[config.mk]
export PLATFORM = sky130hd
export DESIGN_NAME = pu_accumulator
export DESIGN_NICKNAME = d
export VERILOG_FILES = /design/src/rtl/pu_accumulator.sv
export SDC_FILE = /design/constraint.sdc
export NUM_CORES = 1
export LEC_CHECK = 0
export ABC_AREA = 1
export CORE_AREA = 2 2 100 102
export DETAILED_ROUTE_END_ITERATION = 6
export DIE_AREA = 0 0 102 104
export PLACE_DENSITY = 0.82
export SYNTH_ARGS = -nofsm -noshare
export SYNTH_HDL_FRONTEND = slang
export SYNTH_SLANG_ARGS = --single-unit
[constraint.sdc]
create_clock -name clk -period 5.9 [get_ports clk]
set_input_delay 1.18 -clock clk [delete_from_list [all_inputs] [get_ports clk]]
set_output_delay 1.18 -clock clk [all_outputs]
set_load 0.05 [all_outputs]
[src/rtl/pu_accumulator.sv]
// Accumulates NUM_PARTIALS signed partial sums into one result, with optional ReLU and overflow flag.
// Latency: out_valid rises the cycle after the final beat is accepted; at least one bubble between results.
// Backpressure: in_ready drops while a result is held; it depends only on registered state, not on out_ready.
module pu_accumulator #(
  parameter int WIDTH        = 32,
  parameter int NUM_PARTIALS = 4,
  parameter int CNT_W        = $clog2(NUM_PARTIALS) + 1
) (
  input  logic             clk,
  input  logic             rst,
  input  logic             in_valid,
  input  logic [WIDTH-1:0] in_data,
  output logic             in_ready,
  input  logic             relu_en,
  input  logic             clr,
  output logic             out_valid,
  input  logic             out_ready,
  output logic [WIDTH-1:0] out_data,
  output logic             out_ovf
);

  typedef enum logic {
    ST_ACC = 1'b0,
    ST_OUT = 1'b1
  } state_t;

  // Beat index of the final partial sum of a result.
  localparam logic [CNT_W-1:0] LAST_CNT = CNT_W'(NUM_PARTIALS - 1);

  state_t             state_q,     state_d;
  logic [WIDTH-1:0]   acc_q,       acc_d;
  logic [CNT_W-1:0]   cnt_q,       cnt_d;
  logic               ovf_acc_q,   ovf_acc_d;
  logic               out_valid_q, out_valid_d;
  logic [WIDTH-1:0]   out_data_q,  out_data_d;
  logic               out_ovf_q,   out_ovf_d;

  logic               beat;
  logic               first_beat;
  logic               last_beat;
  logic [WIDTH-1:0]   add_sum;
  logic               add_ovf;
  logic [WIDTH-1:0]   final_sum;
  logic               final_ovf;

  // Input side is open only in ACC; registered state keeps out_ready off this path.
  assign in_ready   = (state_q == ST_ACC);
  assign beat       = in_valid & in_ready;
  assign first_beat = (cnt_q == '0);
  assign last_beat  = (cnt_q == LAST_CNT);

  // Signed add with wraparound; overflow when operand signs agree but the sum's sign differs.
  assign add_sum = acc_q + in_data;
  assign add_ovf = (acc_q[WIDTH-1] == in_data[WIDTH-1]) &
                   (add_sum[WIDTH-1] != acc_q[WIDTH-1]);

  // A single-beat result (NUM_PARTIALS=1) passes the input straight through with no add.
  assign final_sum = first_beat ? in_data : add_sum;
  assign final_ovf = first_beat ? 1'b0 : (ovf_acc_q | add_ovf);

  assign out_valid = out_valid_q;
  assign out_data  = out_data_q;
  assign out_ovf   = out_ovf_q;

  // Next-state logic: accumulate beats in ACC, hold the result in OUT until it is taken.
  always_comb begin
    state_d     = state_q;
    acc_d       = acc_q;
    cnt_d       = cnt_q;
    ovf_acc_d   = ovf_acc_q;
    out_valid_d = out_valid_q;
    out_data_d  = out_data_q;
    out_ovf_d   = out_ovf_q;

    case (state_q)
      ST_ACC: begin
        if (clr) begin
          // Discard wins even over the final beat: no result is produced.
          acc_d     = '0;
          cnt_d     = '0;
          ovf_acc_d = 1'b0;
        end else if (beat) begin
          if (last_beat) begin
            out_data_d  = (relu_en & final_sum[WIDTH-1]) ? '0 : final_sum;
            out_ovf_d   = final_ovf;
            out_valid_d = 1'b1;
            cnt_d       = '0;
            state_d     = ST_OUT;
          end else begin
            if (first_beat) begin
              acc_d     = in_data;
              ovf_acc_d = 1'b0;
            end else begin
              acc_d     = add_sum;
              ovf_acc_d = ovf_acc_q | add_ovf;
            end
            cnt_d = cnt_q + 1'b1;
          end
        end
      end
      ST_OUT: begin
        // clr and in_valid are ignored here; only the output handshake moves us on.
        if (out_ready) begin
          out_valid_d = 1'b0;
          state_d     = ST_ACC;
        end
      end
      default: begin
        state_d     = ST_ACC;
        out_valid_d = 1'b0;
      end
    endcase
  end

  // State registers with synchronous reset; reset drops any pending result.
  always_ff @(posedge clk) begin
    if (rst) begin
      state_q     <= ST_ACC;
      acc_q       <= '0;
      cnt_q       <= '0;
      ovf_acc_q   <= 1'b0;
      out_valid_q <= 1'b0;
      out_data_q  <= '0;
      out_ovf_q   <= 1'b0;
    end else begin
      state_q     <= state_d;
      acc_q       <= acc_d;
      cnt_q       <= cnt_d;
      ovf_acc_q   <= ovf_acc_d;
      out_valid_q <= out_valid_d;
      out_data_q  <= out_data_d;
      out_ovf_q   <= out_ovf_d;
    end
  end

endmodule

==> impl_metrics.csv <==
group,metric,value,unit
grt,track_usage,28.5,%
synthesis,synthesis.area,5730,µm²
grt,grt_first_pass_wirelength,24800,µm
synthesis,avgSynthCellArea,6.29,µm²
cells_and_area,drive_above_1_share,11.9,%
floorplan,dieArea,10600,µm²
floorplan,start_util,60.0,%
floorplan,boundaryPins,73,
power,p_seq_share,37.4,%
synthesis,synth_common_cells,"nand2_1, inv_1, dfxtp_1",
clocking,cts_setup_buffers,0,
min_path,min-delay-start,"out_data[31]",
setup_path,cpMaxStageDelayCell,"clkinv_1",
synthesis,yosys.area_share.xor_xnor,0.458,%
route,drt-pass1-iter-count,5,
route,drc_errors,0,
synthesis,synth_flop_cell,"dfxtp_1",
power,combPwrFrac,29.5,%
setup_path,crit_required,6.18,ns
power,power.density,202,nW/µm²
run,drv_cap,0,
clocking,cts_buffers,9,
route,ant_nets,0,
placed_design,hpwl,10800,µm
synthesis,ys_ff_latch,71,
setup_path,r2r_slack,2.90,ns
setup_path,startpoint_type,"primary input",
timing,slew_headroom,31.0,%
synthesis,syn-instance-count,911,
synthesis,synth_most_common_cell,"nand2_1",
timing,hold_viol,0,
cells_and_area,antenna_cells,0,
setup_path,r2r_cells,10,
grt,grt_pass1_vias,5540,
route,wire_per_inst,13.1,µm
setup_path,cp-startpoint,"clr",
floorplan,row_count,36,
grt,antenna_found_initial,0,
setup_path,rr_endpoint,"out_data[31]",
timing,tns,0,ns
clocking,clkTransAtPathRegs,0.08,ns
synthesis,synthArstFlopShare,0,%
power,pwr-share-clk,33.1,%
setup_path,r2r-start,"cnt_q[0]",
timing,timing.final.crit_share,61.9,%
synthesis,synth_edf_count,0,
synthesis,syn_nets,983,
placed_design,post-place-ws,1.88,ns
clocking,cts.path.max_buffers,2,
route,drtIter0Drc,301,
power,leakage,3.16,nW
grt,grt_start_max_net_pins,41,
power,internal-power,0.873,mW
synthesis,synth-compound-area-share,13.6,%
setup_path,endpoint,"out_data[31]",
timing,period_minus_slack,3.65,ns
setup_path,cp_data_arrival_time,3.93,ns
synthesis,synthMuxAreaShare,0.349,%
setup_path,max_stage_delay,0.96,ns
timing,finalSetupViolCount,0,
route,drt-total-wl,14500,µm
synthesis,synthDistinctLibCells,40,
floorplan,die_width,102,µm
grt,grt-ovfl-total,0,
setup_path,path_class,"primary input to register",
synthesis,synth_adder_area_share,7.55,%
cells_and_area,finalNetCount,1040,
cells_and_area,stdcell_area,6700,µm²
clocking,cts-root-buf,"clkbuf_8",
power,p_switching,0.481,mW
timing,tightest_slew,1.03,ns
synthesis,synthSimpleGateAreaFrac,41.7,%
synthesis,synth_area_leaders,"dfxtp_1, nand2_1, inv_1, ha_1, a21oi_1",
clocking,clkSinkCount,71,
timing,setup_ws,2.25,ns
cells_and_area,utilization,70.2,%
placed_design,port_buffers,72,
power,ir_worst_vdd,0.141,mV
timing,finalClockSkew,0.0162,ns
floorplan,die_y,104,µm
synthesis,yosysWarnings,0,
synthesis,synth_largest_area_cell,"dfxtp_1",
placed_design,gp_congestion,0.965,
clocking,ctsHoldBuffers,0,
clocking,cts_tree,"yes",
setup_path,setup.worst_path.end_class,"register",
clocking,clkLatencyLatePin,0.35,ns
route,post_drt_via_cell_ratio,5.27,
floorplan,core-area,9550,µm²
synthesis,synth_seq_area_share,24.8,%
synthesis,synth_top_family_by_area,"simple AND/OR/NAND/NOR gates",
cells_and_area,syn_to_final_growth,16.9,%
setup_path,critical_path.max_fanout,36,
timing,rsz0062_at_grt,"no",
min_path,min_path_type,"register to register",
timing,max_freq,274,MHz
clocking,htreeDepth,3,
synthesis,synth_top_cell_area_share,24.8,%
power,swShare,35.5,%
route,routed-via-count,5825,
clocking,cts.repair.resized,0,
timing,slew_viol_final,0,
outcome,status,"finished clean",
setup_path,cp_cell_sequence,"clkdlybuf4s50_1 -> nor3_4 -> buf_4 -> clkinv_1 -> nor2_1 -> nand3_1 -> a21oi_1",
placed_design,postPlaceCellArea,6470,µm²
[sequential cells by signal, summed over array words and instances (netlist names)]
signal     flops
ovf_acc_q      1
acc_q         32
out_data      32
cnt_q          3
out_valid      1
state_q        1
out_ovf        1
[through the flow]
step / hold slack (ns) / power, mW / std cells
after floorplan: 0.437 / 0.813 / 911
after global placement: 0.456 / 0.905 / 1090
after detailed placement: 0.459 / 0.909 / 1090
after CTS: 0.473 / 1.36 / 1106
after global routing: 0.496 / 1.43 / 1106
final: 0.470 / 1.35 / 1106
[critical path: cells and delay by family]
kind,cells,cell delay [ns]
buf+inv,3,1.95
simple gates,3,0.66
compound gates,1,0.12
[layout make-up]
cell class,instances,area (µm²)
clock buffer,9,124
tap,133,166
sequential,71,1420
clock inverter,7,103
inverter,131,492
multi-input combinational,680,3660
timing repair buffer,75,738
fill,842,2850
[layer usage]
metal	vias to the layer above	GRT usage, %	wire length [µm]
li1	2983	-	-
met1	2619	38.1	6550
met2	194	46.2	6600
met3	29	5.58	1060
met4	0	8.10	316
met5	-	0	0
[cell usage in the layout, fill, tap and decap left out, types with 7 or more instances in the layout]
cell and count:
nand2_1 347, inv_1 123, dfxtp_1 71, clkdlybuf4s50_1 71, a21oi_1 64, nor2_1 48
nand3_1 45, ha_1 33, a21oi_2 32, nand3_2 31, o21ai_0 17, nand3b_1 9
clkbuf_8 9, nand4_1 7
[worst min path at each step]
stage | slack (ns) | end | depth (start not counted)
detailed placement | 0.46 | out_data[31] | 2
CTS | 0.47 | out_data[31] | 2
global route | 0.50 | acc_q[15] | 2
floorplan | 0.44 | cnt_q[2] | 2
finish | 0.47 | out_data[31] | 2
global placement | 0.46 | ovf_acc_q | 2
[kinds of logic after synthesis]
group / count (synthesis)
buffers and inverters: 160
xor gates and xnor gates: 3
muxes: 2
adders and majority gates: 34
DFF: 71
and+or+nand+nor: 517
AOI/OAI and AO/OA: 124
[power by group through the flow]
| stage | Combinational (mW) | Clock (mW) | Sequential (mW) |
|---|---|---|---|
| after global routing | 0.450 | 0.471 | 0.509 |
| final | 0.399 | 0.449 | 0.507 |
| after floorplan | 0.294 | 0 | 0.519 |
| after global placement | 0.387 | 0 | 0.517 |
| after detailed placement | 0.391 | 0 | 0.518 |
| after CTS | 0.395 | 0.454 | 0.507 |
No activity file was read; power rests on OpenSTA's default activity.
